File: config.mk
export PLATFORM = sky130hd
export DESIGN_NAME = traffic_light_monitor_flat
export DESIGN_NICKNAME = d
export VERILOG_FILES = /design/src/rtl/traffic_pkg.sv /design/src/rtl/traffic_light_monitor_if.sv /design/src/rtl/traffic_light_monitor_decoder.sv /design/src/rtl/traffic_light_monitor.sv /design/src/flat_wrapper.sv
export SDC_FILE = /design/constraint.sdc
export NUM_CORES = 1
export LEC_CHECK = 0
export ABC_AREA = 1
export CORE_ASPECT_RATIO = 1.75
export CORE_UTILIZATION = 40
export DETAILED_ROUTE_END_ITERATION = 6
export PLACE_DENSITY_LB_ADDON = 0.12
export SLEW_MARGIN = 10
export SYNTH_ARGS = -nofsm -noshare
export SYNTH_HDL_FRONTEND = slang
export SYNTH_SLANG_ARGS = --single-unit
File: constraint.sdc
create_clock -name clk -period 5.1 [get_ports clk]
set_clock_uncertainty 0.15 [all_clocks]
set_input_delay 0.765 -clock clk [delete_from_list [all_inputs] [get_ports clk]]
set_output_delay 0.765 -clock clk [all_outputs]
set_load 0.1 [all_outputs]
File: src/rtl/traffic_pkg.sv
// rtl/traffic_pkg.sv - shared lamp codes, phase/error/state types for the traffic light bus
package traffic_pkg;

    localparam logic [2:0] RED    = 3'b100;
    localparam logic [2:0] YELLOW = 3'b010;
    localparam logic [2:0] GREEN  = 3'b001;

    typedef enum logic [2:0] {
        PH_NG = 3'd0,
        PH_NY = 3'd1,
        PH_EG = 3'd2,
        PH_EY = 3'd3,
        PH_SG = 3'd4,
        PH_SY = 3'd5,
        PH_WG = 3'd6,
        PH_WY = 3'd7
    } phase_t;

    typedef enum logic [2:0] {
        ERR_NONE        = 3'd0,
        ERR_CONFLICT    = 3'd1,
        ERR_ENCODING    = 3'd2,
        ERR_SEQ         = 3'd3,
        ERR_DWELL_SHORT = 3'd4,
        ERR_DWELL_LONG  = 3'd5
    } err_code_t;

    typedef enum logic [1:0] {
        ST_ACQUIRE = 2'd0,
        ST_TRACK   = 2'd1,
        ST_FAULT   = 2'd2
    } mon_state_t;

endpackage

File: src/rtl/traffic_light_monitor_if.sv
// rtl/traffic_light_monitor_if.sv - lamp bus plus monitor status bundle
interface traffic_light_monitor_if
    import traffic_pkg::*;
#(
    parameter int ROT_W = 8
);
    logic [2:0]       north;
    logic [2:0]       east;
    logic [2:0]       south;
    logic [2:0]       west;
    logic             clr_err;
    logic             locked;
    phase_t           phase;
    logic             err;
    err_code_t        err_code;
    logic [ROT_W-1:0] rotations;

    modport master (
        output north, east, south, west, clr_err,
        input  locked, phase, err, err_code, rotations
    );

    modport slave (
        input  north, east, south, west, clr_err,
        output locked, phase, err, err_code, rotations
    );
endinterface

File: src/rtl/traffic_light_monitor_decoder.sv
// rtl/traffic_light_monitor_decoder.sv - combinational lamp pattern to phase classifier
module light_pattern_decoder
    import traffic_pkg::*;
(
    input  logic [2:0] north,
    input  logic [2:0] east,
    input  logic [2:0] south,
    input  logic [2:0] west,
    output logic       legal,
    output phase_t     phase,
    output logic       conflict,
    output logic       encoding_err
);
    logic [2:0] lamp [4];
    logic [2:0] n_lit;
    logic       bad_code;

    assign lamp[0] = north;
    assign lamp[1] = east;
    assign lamp[2] = south;
    assign lamp[3] = west;

    always_comb begin
        n_lit    = 3'd0;
        bad_code = 1'b0;
        phase    = PH_NG;
        // a malformed lamp is not counted as lit, so it can only surface as ENCODING
        for (int d = 0; d < 4; d++) begin
            if (lamp[d] == GREEN || lamp[d] == YELLOW) begin
                n_lit = n_lit + 3'd1;
                phase = phase_t'({d[1:0], lamp[d] == YELLOW});
            end else if (lamp[d] != RED) begin
                bad_code = 1'b1;
            end
        end
        conflict     = n_lit >= 3'd2;
        encoding_err = !conflict && (bad_code || n_lit == 3'd0);
        legal        = !conflict && !encoding_err;
    end
endmodule

File: src/rtl/traffic_light_monitor.sv
// rtl/traffic_light_monitor.sv - rotation/dwell tracker with sticky fault capture
module traffic_light_monitor
    import traffic_pkg::*;
#(
    parameter int DWELL = 1,
    parameter int ROT_W = 8
)(
    input  logic                    clk,
    input  logic                    rst_n,
    traffic_light_monitor_if.slave  bus
);
    localparam logic [7:0] DWELL_CNT = 8'(DWELL);

    logic       legal;
    logic       conflict;
    logic       encoding_err;
    phase_t     dec_phase;

    mon_state_t       state;
    phase_t           phase_q;
    logic [7:0]       dwell_cnt;
    err_code_t        code_q;
    logic [ROT_W-1:0] rot_q;
    err_code_t        viol;
    phase_t           next_phase;
    logic             at_dwell;

    light_pattern_decoder u_decoder (
        .north        (bus.north),
        .east         (bus.east),
        .south        (bus.south),
        .west         (bus.west),
        .legal        (legal),
        .phase        (dec_phase),
        .conflict     (conflict),
        .encoding_err (encoding_err)
    );

    assign next_phase = phase_t'(phase_q + 3'd1);
    assign at_dwell   = dwell_cnt == DWELL_CNT;

    // branches are mutually exclusive in priority order; only meaningful while tracking
    always_comb begin
        viol = ERR_NONE;
        if (conflict) begin
            viol = ERR_CONFLICT;
        end else if (encoding_err) begin
            viol = ERR_ENCODING;
        end else if (dec_phase == phase_q) begin
            if (at_dwell) viol = ERR_DWELL_LONG;
        end else if (dec_phase == next_phase) begin
            if (!at_dwell) viol = ERR_DWELL_SHORT;
        end else begin
            viol = ERR_SEQ;
        end
    end

    always_ff @(posedge clk) begin
        if (!rst_n) begin
            state     <= ST_ACQUIRE;
            phase_q   <= PH_NG;
            dwell_cnt <= 8'd0;
            code_q    <= ERR_NONE;
            rot_q     <= '0;
        end else begin
            case (state)
                ST_ACQUIRE: begin
                    if (legal && dec_phase == PH_NG) begin
                        state     <= ST_TRACK;
                        phase_q   <= PH_NG;
                        dwell_cnt <= 8'd1;
                    end
                end
                ST_TRACK: begin
                    if (viol != ERR_NONE) begin
                        state  <= ST_FAULT;
                        code_q <= viol;
                    end else if (dec_phase == phase_q) begin
                        dwell_cnt <= dwell_cnt + 8'd1;
                    end else begin
                        phase_q   <= dec_phase;
                        dwell_cnt <= 8'd1;
                        if (phase_q == PH_WY) rot_q <= rot_q + ROT_W'(1);
                    end
                end
                ST_FAULT: begin
                    if (bus.clr_err) begin
                        state     <= ST_ACQUIRE;
                        code_q    <= ERR_NONE;
                        dwell_cnt <= 8'd0;
                    end
                end
                default: state <= ST_ACQUIRE;
            endcase
        end
    end

    assign bus.locked    = state == ST_TRACK;
    assign bus.err       = state == ST_FAULT;
    assign bus.phase     = phase_q;
    assign bus.err_code  = code_q;
    assign bus.rotations = rot_q;
endmodule

File: src/flat_wrapper.sv
// flat-port wrapper written by rule: the top's interface ports become plain ports
module traffic_light_monitor_flat import traffic_pkg::*;
#(
    parameter int DWELL = 1,
    parameter int ROT_W = 8
)
  (clk, rst_n, bus_north, bus_east, bus_south, bus_west, bus_clr_err, bus_locked, bus_phase, bus_err, bus_err_code, bus_rotations);
  traffic_light_monitor_if #(.ROT_W(ROT_W)) bus_i ();
  input  logic clk;
  input  logic rst_n;
  input wire logic [$bits(bus_i.north)-1:0] bus_north;
  input wire logic [$bits(bus_i.east)-1:0] bus_east;
  input wire logic [$bits(bus_i.south)-1:0] bus_south;
  input wire logic [$bits(bus_i.west)-1:0] bus_west;
  input wire logic [$bits(bus_i.clr_err)-1:0] bus_clr_err;
  output wire logic [$bits(bus_i.locked)-1:0] bus_locked;
  output wire logic [$bits(bus_i.phase)-1:0] bus_phase;
  output wire logic [$bits(bus_i.err)-1:0] bus_err;
  output wire logic [$bits(bus_i.err_code)-1:0] bus_err_code;
  output wire logic [$bits(bus_i.rotations)-1:0] bus_rotations;
  assign bus_i.north = bus_north;
  assign bus_i.east = bus_east;
  assign bus_i.south = bus_south;
  assign bus_i.west = bus_west;
  assign bus_i.clr_err = bus_clr_err;
  assign bus_locked = bus_i.locked;
  assign bus_phase = bus_i.phase;
  assign bus_err = bus_i.err;
  assign bus_err_code = bus_i.err_code;
  assign bus_rotations = bus_i.rotations;
  traffic_light_monitor #(.DWELL(DWELL), .ROT_W(ROT_W)) u_core (.clk(clk), .rst_n(rst_n), .bus(bus_i));
endmodule
# After elaboration in Yosys (flattened, before gate mapping)
# Cells that the tools add are included.
[classes] add_sub_neg=6 mul=0 n_div=0 magnitude_cmp=1 n_eq_ne=23 shift=0 mux=38 n_bitwise=2 reduce_logical=22
[op_table] cell="two-way mux 3 bit" n=17
[op_table] cell="two-way mux 8 bit" n=4
[op_table] cell="case mux 8 bit (3 select lines)" n=1
[op_table] cell="adder 8 x 1 -> 8 bit (second input constant)" n=2
[op_table] cell="adder 3 x 1 -> 3 bit (second input constant)" n=4
[op_table] cell="equality test 3 x 1 -> 1 bit (second input constant)" n=4
[op_table] cell="equality test 3 x 2 -> 1 bit (second input constant)" n=4
[op_table] cell="inequality test 3 bit (second input constant)" n=4
[op_table] cell="case mux 3 bit (2 select lines)" n=2
[op_table] cell="AND reduction 4 bit" n=3
[op_table] cell="two-way mux 1 bit" n=10
[op_table] cell="equality test 8 x 1 -> 1 bit (second input constant)" n=1
[op_table] cell="equality test 3 bit" n=2
[op_table] cell="zero test 3 bit" n=2
[op_table] cell="two-way mux 2 bit" n=3
[op_table] cell="inequality test 2 bit (second input constant)" n=3
[op_table] cell="case mux 2 bit (3 select lines)" n=1
[op_table] cell="AND reduction 3 bit" n=2
[op_table] cell="nonzero test 3 bit" n=2
[op_table] cell="logical OR 1 bit" n=5
[op_table] cell="inequality test 2 x 1 -> 1 bit (second input constant)" n=2
[op_table] cell="nonzero test 2 bit" n=2
[op_table] cell="equality test 3 bit (second input constant)" n=1
[op_table] cell=">= comparator 3 x 2 -> 1 bit (second input constant)" n=1
[op_table] cell="6 further kinds" n=10
[word_totals] regBits=24 latch_bits=0 ram_bits=0 romBits=0 input_bits=15 output_inout_bits=16 memories=0

# Logic depth before layout (Yosys ltp)
# Gate-level depths: netlist (run 1).
[logic_depth] ltp_word=17 mapped_depth=23 ltp_nobuf=22

# Cells and area by module
# Synthesis (run 1) repeated with hierarchy kept, for this count alone.
[unflattened] hier_cells=308 area_unflattened_um2=1968.1
[modules_own_cells] mod="traffic_light_monitor" instances=1 cells_each=228 area_each_um2=1541.5 seq_area_each_um2=480.5
[modules_own_cells] mod="light_pattern_decoder" instances=1 cells_each=80 area_each_um2=426.7 seq_area_each_um2=0.0

# Worst setup path after synthesis (run 1)
# OpenSTA, ideal clock, no wires.
[synth_path] path_type="in2reg" startpoint="in bus_north[1]" endpoint="reg u_core.code_q[0], in the netlist u_core.bus.err_code[0]" setup_time_ps=115 arrival_time_ps=3049 t_required_ps=4835 slack_ps=1786 stages=19 n_path_buf=0 cell_sequence="or2_2 > nand3_1 > ha_1 > inv_1 > nand2_1 > nand2_1 > inv_1 > ha_1 > or2_1 > nand2_1 > nand2_2 > clkinv_2 > nand3b_4 > a21oi_4 > nand4_1 > nand2_1 > inv_1 > nor2_1 > nor2_1"
[synth_via] elab_chain_cells=17 word_cells_on_any_way=39
[synth_rtl] item="start, declared" line="flat_wrapper.sv:11" source="input wire logic [$bits(bus_i.north)-1:0] bus_north;"
[synth_rtl] item="equality test 3 x 1 -> 1 bit / equality test 3 x 2 -> 1 bit (equally long branches)" line="traffic_light_monitor_decoder.sv:29, traffic_light_monitor_decoder.sv:31"
[synth_rtl] item="logical OR 1 bit" line="traffic_light_monitor_decoder.sv:29" source="if (lamp[d] == GREEN || lamp[d] == YELLOW) begin"
[synth_rtl] item="two-way mux 1 bit" line="traffic_light_monitor_decoder.sv:29"
[synth_rtl] item="adder 3 x 1 -> 3 bit" line="traffic_light_monitor_decoder.sv:30" source="n_lit = n_lit + 3'd1;"
[synth_rtl] item="two-way mux 3 bit" line="traffic_light_monitor_decoder.sv:29"
[synth_rtl] item="adder 3 x 1 -> 3 bit" line="traffic_light_monitor_decoder.sv:30"
[synth_rtl] item="two-way mux 3 bit" line="traffic_light_monitor_decoder.sv:29"
[synth_rtl] item="adder 3 x 1 -> 3 bit" line="traffic_light_monitor_decoder.sv:30"
[synth_rtl] item="two-way mux 3 bit" line="traffic_light_monitor_decoder.sv:29"
[synth_rtl] item=">= comparator 3 x 2 -> 1 bit / zero test 3 bit (equally long branches)" line="traffic_light_monitor_decoder.sv:36, traffic_light_monitor_decoder.sv:37"
[synth_rtl] item="zero test 1 bit / logical OR 1 bit (equally long branches)" line="traffic_light_monitor_decoder.sv:37" source="encoding_err = !conflict && (bad_code || n_lit == 3'd0);"
[synth_rtl] item="logical AND 1 bit" line="traffic_light_monitor_decoder.sv:37"
[synth_rtl] item="two-way mux 3 bit" line="traffic_light_monitor.sv:47" source="end else if (encoding_err) begin"
[synth_rtl] item="two-way mux 3 bit (*)" line="traffic_light_monitor.sv:45" source="if (conflict) begin"
[synth_rtl] item="nonzero test 3 bit" line="traffic_light_monitor.sv:75" source="if (viol != ERR_NONE) begin"
[synth_rtl] item="inequality test 2 x 1 -> 1 bit (no line)"
[synth_rtl] item="AND reduction 3 bit (no line)"
[synth_rtl] item="end signal, assigned" line="traffic_light_monitor.sv:77" source="code_q <= viol;"
[synth_rtl] item="end, declared" line="traffic_light_monitor.sv:22" source="err_code_t code_q;"
# Mark *: on every way between the ends. The rest lies on a longest branch, timed or not. The select of a mux whose other input is x is not followed.
# A chain may end at the register's enable or synchronous reset.

# Worst setup path after layout (run 1)
[layout_path] startpoint="in bus_north[1]" endpoint="reg u_core.dwell_cnt[0]"
[layout_via] elab_chain_cells=17 word_cells_on_any_way=45
[layout_rtl] item="equality test 3 x 1 -> 1 bit / equality test 3 x 2 -> 1 bit (equally long branches)" line="traffic_light_monitor_decoder.sv:29, traffic_light_monitor_decoder.sv:31"
[layout_rtl] item="logical OR 1 bit" line="traffic_light_monitor_decoder.sv:29"
[layout_rtl] item="two-way mux 1 bit" line="traffic_light_monitor_decoder.sv:29"
[layout_rtl] item="adder 3 x 1 -> 3 bit" line="traffic_light_monitor_decoder.sv:30"
[layout_rtl] item="two-way mux 3 bit" line="traffic_light_monitor_decoder.sv:29"
[layout_rtl] item="adder 3 x 1 -> 3 bit" line="traffic_light_monitor_decoder.sv:30"
[layout_rtl] item="two-way mux 3 bit" line="traffic_light_monitor_decoder.sv:29"
[layout_rtl] item="adder 3 x 1 -> 3 bit" line="traffic_light_monitor_decoder.sv:30"
[layout_rtl] item="two-way mux 3 bit" line="traffic_light_monitor_decoder.sv:29"
[layout_rtl] item=">= comparator 3 x 2 -> 1 bit / zero test 3 bit (equally long branches)" line="traffic_light_monitor_decoder.sv:36, traffic_light_monitor_decoder.sv:37"
[layout_rtl] item="zero test 1 bit / logical OR 1 bit (equally long branches)" line="traffic_light_monitor_decoder.sv:37, traffic_light_monitor_decoder.sv:38"
[layout_rtl] item="logical AND 1 bit" line="traffic_light_monitor_decoder.sv:37"
[layout_rtl] item="two-way mux 3 bit / zero test 1 bit (equally long branches)" line="traffic_light_monitor.sv:47, traffic_light_monitor_decoder.sv:38"
[layout_rtl] item="two-way mux 3 bit / logical AND 1 bit (equally long branches)" line="traffic_light_monitor.sv:45, traffic_light_monitor_decoder.sv:38"
[layout_rtl] item="nonzero test 3 bit / logical AND 1 bit (equally long branches)" line="traffic_light_monitor.sv:75, traffic_light_monitor.sv:68"
[layout_rtl] item="inequality test 2 bit (no line) / inequality test 2 x 1 -> 1 bit (equally long branches)"
[layout_rtl] item="AND reduction 4 bit (no line)"
[layout_rtl] item="end signal, assigned" line="traffic_light_monitor.sv:79" source="dwell_cnt <= dwell_cnt + 8'd1;"
[layout_rtl] item="end, declared" line="traffic_light_monitor.sv:21" source="logic [7:0] dwell_cnt;"
# Parallel ways exist; a longest one is shown, timed or not. The select of a mux whose other input is x is not followed.

==> results of run 1 <==
worst register-to-register path, cell delays in order, from the launching register on:
cell	delay, ns
dfxtp_1	0.38
ha_1	0.22
ha_1	0.28
xor2_1	0.17
nor2_2	0.10
nand2_2	0.10
a21oi_4	0.23
nand3_2	0.14
nand2_4	0.19
nand2_1	0.12
nand2_1	0.07
a21oi_1	0.06
sequential cells by signal, indices dropped and copies added (netlist names):
register,flops
u_core.bus.rotations,8
u_core.dwell_cnt,8
u_core.bus.err_code,3
u_core.bus.phase,3
u_core.state,2
cells by family after synthesis:
kind of cell,after synthesis,share of synthesized area (%)
simple gates,195,47.9
buf+inv,50,10.3
compound gates,29,7.78
flops,24,22.8
fa+ha+maj,12,7.13
xor+xnor,10,4.16
power by group through the flow:
stage / clock [mW] / combinational, mW / sequential, mW
6_report: 0.169 / 0.170 / 0.204
5_1_grt: 0.180 / 0.191 / 0.205
4_1_cts: 0.174 / 0.172 / 0.204
3_5_place_dp: 0 / 0.172 / 0.208
3_3_place_gp: 0 / 0.171 / 0.208
2_1_floorplan: 0 / 0.121 / 0.224
layout make-up:
type | instances | area share (%)
flip-flops and latches | 24 | 19.2
well taps | 54 | 2.70
clock buffers | 3 | 1.65
inverters | 45 | 6.81
multi-input cells | 246 | 56.4
repair buffers | 30 | 12.0
clock inverters | 1 | 1.20
worst paths after layout:
kind	start	end	slack [ns]	depth (start not counted)
worst min register to register	u_core.bus.err_code[2]	u_core.bus.err_code[2]	0.33	2
worst max-delay path	bus_north[1]	u_core.dwell_cnt[0]	1.38	20
worst max register to register	u_core.bus.phase[0]	u_core.bus.phase[0]	2.75	11
worst min-delay path	u_core.bus.err_code[2]	u_core.bus.err_code[2]	0.33	2
stage by stage:
step | instances | setup slack [ns] | power (mW) | utilization [%] | hold slack (ns)
after floorplan | 320 | 1.79 | 0.345 | - | 0.315
after global placement | 399 | 1.14 | 0.379 | 48.4 | 0.311
after detailed placement | 399 | 1.08 | 0.380 | 48.4 | 0.322
after CTS | 403 | 1.37 | 0.550 | 49.8 | 0.345
after global routing | 403 | 1.05 | 0.576 | 49.8 | 0.373
final | 403 | 1.38 | 0.543 | 49.8 | 0.332
per-layer routing:
metal  wire [um]  GRT usage [%]  share of wire (%)  vias up
met5           0              0                  0        -
met4         112           8.44                2.5        0
met3          75          0.397                1.7        7
met2        2560           36.1                 57       32
met1        1730           17.7                 39      901
li1            -              -                  -     1075
synth_stat cells, types with 2 or more instances:
cell type	instances
inv_2	7
ha_1	12
clkbuf_1	2
nand3_2	7
inv_1	37
nand3b_1	4
or2_2	4
nand3_1	34
nor3_1	2
dfxtp_1	24
a21oi_1	21
xor2_1	9
nand2_2	11
nor2_4	4
nor2_1	29
nand2_1	82
nand2_4	4
o21ai_0	5
nor2_2	4
nand4_1	6
==> impl_metrics.yaml, run 1 <==
floorplan:
  start_util_pct: 42.0
  die_w_um: 56.9
  fp.dieArea_sq_mm: 0.00557
  dieHeight_um: 98.0
  coreArea_sq_mm: 0.00502
  io_pins: 31
  rows: 34
layout:
  diodes: 0
  seq_area_sq_um: 480
  layout_commonest_cell: "nand2_1"
  final_cell_mix: "nand2_1, inv_1, nand3_1"
  final_net_count: 377
  multi_input_area_sq_mm: 0.00141
  final_cell_area_sq_mm: 0.00250
  fillers: 547
  layout-drive-gt1-share_pct: 14.9
  syn_to_final_growth_pct: 18.6
worst_setup_path:
  timing.critical_path.mode_cell: "nand2_1"
  worstPathArrival_ns: 3.72
  crit_fanout: 14
  worst-path-buf-inv: 4
  required_ns: 5.10
  cpMaxStageDelayCell: "clkdlybuf4s50_1"
  slowest_delay_ns: 0.43
  critPathKind: "primary input to flip-flop"
  path_delay_family: "simple AND/OR/NAND/NOR gates"
  crit_path_start_kind: "primary input"
  crit_chain: "clkdlybuf4s50_1 -> or2_2 -> nand3_1 -> ha_1 -> inv_1 -> nand2_1 -> nand2_1 -> inv_1 -> ha_1 -> or2_1 -> nand2_1 -> nand2_2 -> clkinv_2 -> nand3b_4 -> o21ai_2 -> nand2_1 -> nor2_4 -> nand2_1 -> nand2_1 -> a21oi_2"
  crit_path_end_kind: "flip-flop"
synth:
  yosysWarnings: 0
  synth.distinct_cells: 32
  synth.area.top_cells: "dfxtp_1, nand2_1, nand3_1"
  synth.avg_cell_area_sq_um: 6.58
  synth_seq_cells: 24
  synth-edff-count: 0
  synth-async-reset-ratio_pct: 0
  synth.top_cell.area_share_pct: 22.8
  synth_top_flop_cell: "dfxtp_1"
  synth_top_area_cell: "dfxtp_1"
  synth_cells: 320
  syn_area_sq_mm: 0.00211
  ys_seq_area_share_pct: 22.8
  syn-num-nets: 347
clock_tree:
  cts_tree: "built"
  clk_latency_ns: 0.28
  path_clk_slew_ns: 0.09
  post_cts_buffers: 0
  cts_hold_buf: 0
  post_cts_resized: 0
  clockBufferDepth: 2
  cts_sinks: 24
  htreeDepth: 1
  clock-root-buffer: "clkbuf_8"
  cts_made_buffers: 3
placed_design:
  port_buffers: 30
  post_dp_cell_area_sq_mm: 0.00243
  hpwl_um: 3690
  place_congestion: 0.828
pwr:
  seqPwrFrac_pct: 37.5
  p_leak_nw: 1.11
  switching_share_pct: 34.0
  p_sw_mw: 0.185
  p_per_area_mw_per_mm2: 217
  p_comb_share_pct: 31.4
  p_int_mw: 0.359
  vdd_ir_drop_max_v: 0.0000837
  pwr-share-clk_pct: 31.1
timing:
  max-slew-margin-rel_pct: 35.2
  setup_tns_ns: 0
  fin_crit_ns: 3.72
  setup_viol: 0
  max_freq_mhz: 269
  worst_pin_slew_ns: 0.969
  rsz0062_at_grt: "no"
  min_period_over_period_pct: 73.0
  slew_viol_final: 0
  hold_viol_final: 0
detailed_routing:
  firstDrtPassIters: 4
  dr_total_vias: 2015
  wl_per_cell_um: 11.1
  vias_per_cell: 5.00
  drc: 0
  drtIter0Drc: 45
  antenna_left: 0
  routed_wl_um: 4480
global_routing:
  grt_start_max_net_pins: 18
  grt.overflow.total: 0
  grt_util_all_layers_pct: 17.7
  grt_pass1_vias: 1880
  grt_pass1_wl_um: 7890
  grt_antenna_before_repair: 0
status:
  status: "completed"
hold_path:
  hp-class: "flip-flop to flip-flop"
flow_run:
  drv_cap: 0
No activity file was read; power rests on OpenSTA's default activity.
==> inputs of run 2 (changes only) <==
==> constraint.sdc (replaced) <==
create_clock -name clk -period 3.8 [get_ports clk]
set_clock_uncertainty 0.15 [all_clocks]
set_input_delay 0.57 -clock clk [delete_from_list [all_inputs] [get_ports clk]]
set_output_delay 0.57 -clock clk [all_outputs]
set_load 0.1 [all_outputs]
==> impl_metrics.yaml, run 2 (synthesized netlist as in run 1, its figures left out) <==
global_routing:
  grt_pass1_vias: 2009
  grt_pass1_wl_um: 8200
  grt.overflow.total: 0
  grt_start_max_net_pins: 18
  grt_util_all_layers_pct: 18.0
  grt_antenna_before_repair: 0
flow_run:
  drv_cap: 0
clock_tree:
  post_cts_buffers: 0
  clock-root-buffer: "clkbuf_8"
  path_clk_slew_ns: 0.10
  clk_latency_ns: 0.27
  cts_made_buffers: 3
  htreeDepth: 1
  clockBufferDepth: 2
  cts_sinks: 24
  cts_tree: "built"
  post_cts_resized: 0
  cts_hold_buf: 0
pwr:
  power.total_mw: 0.739
  p_sw_mw: 0.252
  switching_share_pct: 34.2
  p_leak_nw: 1.14
  p_per_area_mw_per_mm2: 290
  pwr-share-clk_pct: 31.0
  p_int_mw: 0.486
  p_comb_share_pct: 32.0
  seqPwrFrac_pct: 37.0
  vdd_ir_drop_max_v: 0.000136
worst_setup_path:
  ff2ff_setup_slack_ns: 1.49
  worstPathArrival_ns: 3.50
  reg2reg_to: "u_core.bus.phase[1]"
  required_ns: 3.84
  ff2ff_path_depth: 11
  crit_fanout: 4
  cp-startpoint: "bus_east[1]"
  critPathKind: "primary input to flip-flop"
  r2r-start: "u_core.bus.phase[0]"
  crit_path_start_kind: "primary input"
  crit_path_end_kind: "flip-flop"
placed_design:
  port_buffers: 30
  post_dp_cell_area_sq_mm: 0.00248
  place_congestion: 0.809
  pre_cts_slack_ns: 0.0474
  hpwl_um: 3850
  post-place-cells: 404
detailed_routing:
  drc: 0
  firstDrtPassIters: 4
  drtIter0Drc: 57
  wl_per_cell_um: 11.3
  dr_total_vias: 2023
  routed_wl_um: 4620
  antenna_left: 0
  vias_per_cell: 4.96
floorplan:
  fp.dieArea_sq_mm: 0.00557
  coreArea_sq_mm: 0.00502
  dieHeight_um: 98.0
  start_util_pct: 42.0
  rows: 34
  die_w_um: 56.9
  io_pins: 31
timing:
  rsz0062_at_grt: "no"
  slew_viol_final: 0
  setup_viol: 0
  setup_tns_ns: 0
  hold_viol_final: 0
  worst_slack_ns: 0.345
  fin_crit_ns: 3.46
  max-slew-margin-rel_pct: 34.7
  min_period_over_period_pct: 90.9
  max_freq_mhz: 289
  worst_pin_slew_ns: 0.976
  whs_ns: 0.341
layout:
  diodes: 0
  syn_to_final_growth_pct: 20.9
  layout_commonest_cell: "nand2_1"
  fillers: 534
  final_core_util_pct: 50.7
  final_net_count: 382
  fin_cells: 408
  layout-drive-gt1-share_pct: 16.4
  final_cell_mix: "nand2_1, inv_1, nand3_1"
  final_cell_area_sq_mm: 0.00255
hold_path:
  min_from: "u_core.bus.err_code[2]"
  hp-class: "flip-flop to flip-flop"
  whs_path_depth: 2
  hold_path_end: "u_core.bus.err_code[2]"
status:
  status: "completed"
run 2: cell count changes in the layout (fill, tap and decap cells not counted):
cell / change
buf_4: +5
buf_12: +1
clkdlybuf4s50_1: -1
run 2: layer usage:
metal / track usage [%] / up-vias / share of wire (%)
met1: 17.1 / 907 / 39
met5: 0 / - / 0
li1: - / 1085 / -
met3: 1.46 / 6 / 1.4
met4: 5.82 / 0 / 2.0
met2: 38.0 / 25 / 58
run 2: power groups by stage:
stage | registers (mW) | logic [mW] | clock network, mW
6_report | 0.273 | 0.237 | 0.229
5_1_grt | 0.275 | 0.262 | 0.246
4_1_cts | 0.274 | 0.239 | 0.232
3_5_place_dp | 0.280 | 0.238 | 0
3_3_place_gp | 0.279 | 0.237 | 0
2_1_floorplan | 0.301 | 0.163 | 0
run 2: how the worst max path moves through the flow:
stage / to / slack [ns]
floorplan: u_core.bus.err_code[0] / 0.68
global placement: u_core.dwell_cnt[1] / 0.09
detailed placement: u_core.dwell_cnt[2] / 0.05
CTS: u_core.dwell_cnt[2] / 0.33
global route: u_core.bus.rotations[3] / 0.04
finish: u_core.bus.phase[1] / 0.34
run 2: final cells by class:
class	instances	area (sq um)	share of cell area (%)
well taps	54	67.6	2.65
multi-input cells	246	1410	55.4
inverters	45	170	6.68
clock buffers	3	41.3	1.62
repair buffers	35	348	13.7
flip-flops and latches	24	480	18.9
clock inverters	1	30.0	1.18
run 2: critical path, stage by stage:
cell	delay [ns]
clkdlybuf4s50_1	0.50
inv_1	0.06
nand2_1	0.08
nand3_1	0.13
ha_1	0.36
inv_1	0.06
nand2_1	0.06
nand2_1	0.08
inv_1	0.05
ha_1	0.25
or2_1	0.22
nand2_1	0.07
nand2_2	0.07
clkinv_2	0.07
nand3b_4	0.09
a21oi_4	0.15
nand4_1	0.19
buf_4	0.22
inv_1	0.04
nand2_1	0.04
a21oi_1	0.15
==> inputs of run 3 (changes only) <==
--- a/config.mk
+++ b/config.mk
@@ -10,7 +10,7 @@
 export CORE_UTILIZATION = 40
 export DETAILED_ROUTE_END_ITERATION = 6
 export PLACE_DENSITY_LB_ADDON = 0.12
-export SLEW_MARGIN = 10
+export SLEW_MARGIN = 0
 export SYNTH_ARGS = -nofsm -noshare
 export SYNTH_HDL_FRONTEND = slang
 export SYNTH_SLANG_ARGS = --single-unit
==> results of run 3 <==
Final layout, timing and power as in run 2 (identical DEF).
